`src/rtl/mem_port_arbiter.sv`:
```
// mem_port_arbiter: fetch/data arbiter for one single-ported memory, data first; watchdog built with MEM_ARB_WATCHDOG_EN
module mem_port_arbiter #(
   parameter int AW = 32,
   parameter int DW = 32,
   parameter int TIMEOUT = 15
) (
   input  logic          CLK,
   input  logic          RST,
   input  logic          i_req,
   input  logic [AW-1:0] i_addr,
   output logic          i_done,
   output logic [DW-1:0] i_rdata,
   input  logic          d_req,
   input  logic          d_we,
   input  logic [AW-1:0] d_addr,
   input  logic [DW-1:0] d_wdata,
   output logic          d_done,
   output logic [DW-1:0] d_rdata,
   output logic          m_req,
   output logic          m_we,
   output logic [AW-1:0] m_addr,
   output logic [DW-1:0] m_wdata,
   input  logic          m_ready,
   input  logic [DW-1:0] m_rdata,
   output logic          stall,
   output logic          err
);
   typedef enum logic [1:0] {IDLE, BUSY, RESP} state_t;
   state_t state, state_n;
   logic own, own_n, m_req_n, m_we_n, err_n, tmo;
   logic [AW-1:0] addr_n;
   logic [DW-1:0] wdata_n, i_rdata_n, d_rdata_n, rd;
`ifdef MEM_ARB_WATCHDOG_EN
   localparam int CW = $clog2(TIMEOUT + 1);
   logic [CW-1:0] cnt, cnt_n;
   assign tmo = state == BUSY && !m_ready && cnt == CW'(TIMEOUT - 1);
   assign cnt_n = state != BUSY ? '0 : m_ready ? cnt : cnt + 1'b1;
   assign err_n = err | tmo;
   always_ff @(posedge CLK)
      cnt <= !RST ? '0 : cnt_n;
`else
   assign tmo = TIMEOUT < 0;
   assign err_n = 1'b0;
`endif
   assign rd = m_ready ? m_rdata : DW'(32'hDEADBEEF);
   assign i_done = state == RESP && !own;
   assign d_done = state == RESP && own;
   assign stall = (i_req & ~i_done) | (d_req & ~d_done);
   always_comb begin
      state_n = state;
      own_n = own;
      m_req_n = m_req;
      m_we_n = m_we;
      addr_n = m_addr;
      wdata_n = m_wdata;
      i_rdata_n = i_rdata;
      d_rdata_n = d_rdata;
      if (state == IDLE && d_req) begin
         state_n = BUSY;
         own_n = 1'b1;
         m_req_n = 1'b1;
         m_we_n = d_we;
         addr_n = d_addr;
         wdata_n = d_wdata;
      end else if (state == IDLE && i_req) begin
         state_n = BUSY;
         own_n = 1'b0;
         m_req_n = 1'b1;
         m_we_n = 1'b0;
         addr_n = i_addr;
      end else if (state == BUSY && (m_ready || tmo)) begin
         state_n = RESP;
         m_req_n = 1'b0;
         i_rdata_n = !own ? rd : i_rdata;
         d_rdata_n = own && !m_we ? rd : d_rdata;
      end else if (state == RESP) begin
         state_n = IDLE;
      end
   end
   always_ff @(posedge CLK) begin
      if (!RST) begin
         state <= IDLE;
         own <= 1'b0;
         m_req <= 1'b0;
         m_we <= 1'b0;
         m_addr <= '0;
         m_wdata <= '0;
         i_rdata <= '0;
         d_rdata <= '0;
         err <= 1'b0;
      end else begin
         state <= state_n;
         own <= own_n;
         m_req <= m_req_n;
         m_we <= m_we_n;
         m_addr <= addr_n;
         m_wdata <= wdata_n;
         i_rdata <= i_rdata_n;
         d_rdata <= d_rdata_n;
         err <= err_n;
      end
   end
endmodule

```
`config.mk`:
```
export PLATFORM = sky130hd
export DESIGN_NAME = mem_port_arbiter
export DESIGN_NICKNAME = d
export VERILOG_FILES = /design/src/rtl/mem_port_arbiter.sv
export SDC_FILE = /design/constraint.sdc
export NUM_CORES = 1
export LEC_CHECK = 0
export ABC_AREA = 1
export ABC_CLOCK_PERIOD_IN_PS = 1200
export CORE_ASPECT_RATIO = 0.7
export CORE_MARGIN = 1
export CORE_UTILIZATION = 30
export CTS_CLUSTER_SIZE = 24
export DETAILED_ROUTE_END_ITERATION = 8
export GPL_TIMING_DRIVEN = 0
export PLACE_DENSITY = 0.74
export SETUP_SLACK_MARGIN = 0.1
export SYNTH_ARGS = -nofsm -noshare
export SYNTH_HDL_FRONTEND = slang
export SYNTH_SLANG_ARGS = --single-unit
```
`constraint.sdc`:
```
create_clock -name CLK -period 1.2 [get_ports CLK]
set_clock_uncertainty 0.1 [all_clocks]
set_input_delay 0.18 -clock CLK [delete_from_list [all_inputs] [get_ports CLK]]
set_output_delay 0.18 -clock CLK [all_outputs]
set_load 0.02 [all_outputs]
```
==> qor.txt, run 1 <==
status = finished with violations
failing checks = DRC, setup timing
nature of the critical path endpoint = output port
fin crit period = 1.506 ns
commonest non-fill, non-tap cell in the layout = nor2_1
DRT iter0 DRCs = 283
initial antenna violation count = 0
router iterations before antenna repair = 8
worst setup margin = -0.3064 ns
Post-Syn Area = 5643 um^2
CTS HTree Levels = 4
total CTS buffers = 17
die height = 116.7 um
Rows = 41
mean cell area of the mapped netlist = 6.584 um^2
CTS tree = done
Max-Cap Viols = 0
most frequent cells in the layout = nor2_1, nand2_1, buf_6, clkdlybuf4s50_1, dfxtp_2
GRT met3 Usage = 0.06371
clk sinks = 133
share of cells above drive strength 1 = 0.4570
Max Root-Sink Buffers = 2
worst min path class = primary input to flop
GR Overflow Total = 0
Max Fclk = 663.8 MHz
RSZ-0062 raised after global routing = true
Residual DRC = 19
PwrDens = 1337 nW/um^2
Leak = 5.206 nW
Final Max Tran Viols = 0
DIE WIDTH = 165.9 um
gpl congestion = 0.8225
Synth area leader = dfxtp_1
critical path type = flop to output port
met1 Resource Use GR = 0.2616
worst hold start = RST
Worst-Margin Slew = 0.7356 ns
Critical Path Source Type = flop
vias in the first global route = 5973
number of diodes = 0
DR WL/cell = 14.60 um
DP Wirelength = 14370 um
Setup crit start = state[0]
Synth top area share = 0.4718
Fin. Hold Viols = 0
share of the cycle needed by the critical path after routing = 1.255
Mapped Nets = 991
Vias = 6428
antenna-violating nets left = 0
Layout Utilization = 0.6047
worst endpoint required time = 0.92 ns
Root Buffer = clkbuf_16
Synth Instances = 857
Crit path arrival time = 1.23 ns
CP max FO = 3
Warnings, synthesis = 0
top cells by area, synth = dfxtp_1, nand2_1, nor2_1, inv_1, or2_2
M2 GR Usage = 0.3404
register area share after synthesis = 0.4718
Seq cells post-synth = 133
dpl ws = -0.9838 ns
DR vias/cell = 4.445
busiest grt layer = met2
latest clock arrival within the worst-skew pair = 0.41 ns
post-synthesis cell type count = 19
Routed WL = 21110 um
# setup viols final = 135
Final Net Count = 1332
I/O Pins = 268
Buffers on Ports = 264
Peak VDD IR = 0.0008293 V
Worst slew margin = 0.5096
Core Area = 18210 um^2
Critical R2R Launch = state[1]
hold_ws = 0.07882 ns
largest net degree at the start of global routing = 17
Die ar. = 19370 um^2
first-pass GRT wire length = 30820 um
Clock transition at path regs = 0.05 ns
Area growth syn-to-layout = 95.14%
starting density of the core = 0.3099
Tot GR Track Use = 0.2058
[synthesized netlist by cell type, drive strengths merged]
master,number
clkinv,1
nor2,225
or2,31
inv,72
dfxtp,133
buf,35
o22ai,2
a21oi,36
nand2,272
o21ai,32
clkbuf,14
conb,1
nand3,3
[critical path: stages, from the launching register on]
cell and delay, ns:
dfxtp_4 0.37, inv_4 0.04, nand2_4 0.07, nor2_4 0.05, o22ai_2 0.14, buf_6 0.14
[final timing paths]
kind	cells after the start	slack, ns	to
worst min-delay path	3	0.08	m_we
worst max register to register	9	-0.30	d_rdata[5]
worst min register to register	2	0.37	d_rdata[19]
worst max-delay path	5	-0.31	stall
[area by class of cell]
type | count | area [um^2]
clock buffers | 19 | 452.9
inverters | 73 | 277.8
fillers | 1597 | 7199
flip-flops and latches | 133 | 2839
well taps | 236 | 295.3
plain buffers | 49 | 456.7
repair buffers | 322 | 3551
clock inverters | 12 | 153.9
multi-input cells | 602 | 2985
[registers in the layout, summed over array words and instances, names as in the netlist]
| signal | cells |
|---|---|
| own | 1 |
| i_rdata | 32 |
| m_wdata | 32 |
| state | 2 |
| m_addr | 32 |
| m_we | 1 |
| m_req | 1 |
| d_rdata | 32 |
[power breakdown]
group | switching (W) | leakage [nW] | internal, W
registers | 0.000309 | 1.14 | 0.00492
logic | 0.00203 | 3.77 | 0.00209
clock network | 0.00201 | 0.291 | 0.00337
total | 0.00435 | 5.21 | 0.0104
[timing repair]
item                                    4_1_cts  5_1_grt
resized for setup                           970      188
endpoints found under the setup margin      265      265
pin swaps                                     4       41
endpoints found under the hold margin         3        0
gates cloned                                  7        3
buffers inserted                             23       22
hold buffers                                  3        0
[routing by layer]
metal	wire length, um	part of all wire
met3	1536	0.073
met4	188	0.0089
met1	9409	0.45
met5	0	0
met2	9972	0.47
[metrics by stage]
step / instance area, um^2 / instances / setup TNS, ns / total power (W)
after floorplan: 5748 / 857 / -0.2643 / 0.006857
after global placement: 8686 / 1357 / -53.64 / 0.008413
after global routing: 11010 / 1446 / -38.75 / 0.01537
after detailed placement: 8686 / 1357 / -57.08 / 0.008466
after CTS: 10190 / 1421 / -30.34 / 0.01431
final: 11010 / 1446 / -29.54 / 0.01472
[cell families after synthesis]
| kind of cell | Yosys count | synth area share |
|---|---|---|
| AOI/OAI and AO/OA | 70 | 0.06253 |
| buffers and inverters | 122 | 0.09379 |
| DFF | 133 | 0.4718 |
| other | 1 | 0.0006646 |
| and+or+nand+nor | 531 | 0.3712 |
Note: power is estimated with default switching activity, not from simulation.
==> inputs of run 2 (changes only) <==
Settings changed: CAP_MARGIN set to 30.
==> results of run 2 <==
No change in the layout: final DEF, timing and power equal those of run 1.
==> inputs of run 3 (changes only) <==
Settings changed: CORE_ASPECT_RATIO 0.7 to 1.4.
==> qor.txt, run 3 (synthesized netlist as in run 1, its figures left out) <==
Leak = 4.940 nW
Final Net Count = 1318
Die ar. = 19370 um^2
combinational share of power = 0.271
crit-path max cell delay = 0.40 ns
switching portion of total power = 0.2991
Final Max Tran Viols = 0
Vias = 6262
DR WL/cell = 13.51 um
share of the cycle needed by the critical path after routing = 1.262
DIE WIDTH = 117.9 um
critical path type = flop to output port
Tot GR Track Use = 0.1938
worst hold start = RST
worst endpoint required time = 0.92 ns
hold depth = 3
router iterations before antenna repair = 5
number of diodes = 0
Critical Path Source Type = flop
hold path endpoint = own
largest net degree at the start of global routing = 17
starting density of the core = 0.3045
die height = 164.3 um
Crit path arrival time = 1.23 ns
Max Fclk = 660.3 MHz
Worst slew margin = 0.4727
Peak VDD IR = 0.0008407 V
Max Root-Sink Buffers = 2
fin crit period = 1.515 ns
failing checks = setup timing
Net Sw Power = 0.004282 W
Core Area = 18530 um^2
RSZ-0062 raised after global routing = true
gpl congestion = 0.8031
worst setup margin = -0.3145 ns
# setup viols final = 134
CTS HTree Levels = 4
DR vias/cell = 4.346
Routed WL = 19470 um
terminus of the critical flop-to-flop path = d_rdata[21]
Int Pwr = 0.01004 W
R2R cell count = 9
clk sinks = 133
CTS tree = done
DRT iter0 DRCs = 280
latest clock arrival within the worst-skew pair = 0.41 ns
Worst-Margin Slew = 0.7910 ns
total CTS buffers = 17
worst min path class = primary input to flop
first-pass GRT wire length = 29250 um
dpl ws = -1.020 ns
Residual DRC = 0
initial antenna violation count = 0
GR Overflow Total = 0
register share of total power = 0.365
I/O Pins = 268
Area growth syn-to-layout = 87.87%
CP max FO = 4
Rows = 59
nature of the critical path endpoint = output port
vias in the first global route = 5885
PwrDens = 1351 nW/um^2
Buf+Inv Stages, Crit Path = 1
Clock transition at path regs = 0.06 ns
clock power share = 0.365
commonest non-fill, non-tap cell in the layout = nand2_1
post-route design area = 10600 um^2
R2R Setup Slk = -0.30 ns
Root Buffer = clkbuf_16
top cell family by delay on the critical path = flip-flops
cells along the critical path = nand2_4, nor2_4, o22ai_2, buf_6
share of cells above drive strength 1 = 0.4077
Fin. Hold Viols = 0
hold_ws = 0.06114 ns
Setup TNS = -28.52 ns
Critical R2R Launch = state[0]
placed cell area = 8696 um^2
most frequent cells in the layout = nand2_1, nor2_1, buf_6, dfxtp_2, clkdlybuf4s50_1
CP max-delay cell = dfxtp_4
Buffers on Ports = 264
antenna-violating nets left = 0
DP Wirelength = 13670 um
Max-Cap Viols = 0
status = finished with violations
-- run 3: per-stage QoR --
step,util,total power (W),cells
finish,0.5722,0.01432,1441
global route,0.5722,0.01496,1441
CTS,0.5387,0.01406,1417
detailed placement,0.4693,0.008454,1365
global placement,0.4693,0.008412,1365
floorplan,-,0.006857,857
-- run 3: power groups by stage --
| stage | sequential (W) | clock (W) | combinational [W] |
|---|---|---|---|
| floorplan | 0.00562 | 0 | 0.00123 |
| global placement | 0.00513 | 0 | 0.00328 |
| detailed placement | 0.00514 | 0 | 0.00331 |
| CTS | 0.00521 | 0.00531 | 0.00353 |
| global route | 0.00527 | 0.00551 | 0.00418 |
| finish | 0.00522 | 0.00522 | 0.00388 |
-- run 3: worst max-delay path by stage --
| stage | startpoint | to | slack (ns) | cells past startpoint |
|---|---|---|---|---|
| CTS | state[0] | stall | -0.34 | 5 |
| global placement | d_req | stall | -1.02 | 5 |
| finish | state[1] | stall | -0.31 | 4 |
| global route | state[1] | stall | -0.37 | 4 |
| detailed placement | d_req | stall | -1.02 | 5 |
| floorplan | state[1] | d_rdata[18] | -0.01 | 7 |
-- run 3: cell type report --
class | instances | area [um^2]
flip-flops and latches | 133 | 2836
well taps | 244 | 305.3
fillers | 1657 | 7928
repair buffers | 308 | 3374
clock buffers | 19 | 442.9
clock inverters | 13 | 150.1
plain buffers | 49 | 456.7
inverters | 73 | 280.3
multi-input cells | 602 | 2755
-- run 3: worst reg2reg max path, delay by kind of cell (launching register included) --
| kind | cells | cell delay, ns |
|---|---|---|
| simple gates | 4 | 0.26 |
| buf+inv | 5 | 0.69 |
| flops | 1 | 0.36 |
-- run 3: what timing repair did --
item | 4_1_cts | 5_1_grt
setup endpoints to repair | 264 | 265
cloned | 3 | 5
pin swaps | 3 | 18
hold buffers | 3 | 0
endpoints found under the hold margin | 4 | 0
buffers inserted | 14 | 19
gates resized for setup | 972 | 103
-- run 3: routing by layer --
metal,global-route usage,part of all wire
met5,0,0
met4,0.08566,0.027
met3,0.04931,0.053
met2,0.3655,0.54
met1,0.2010,0.38
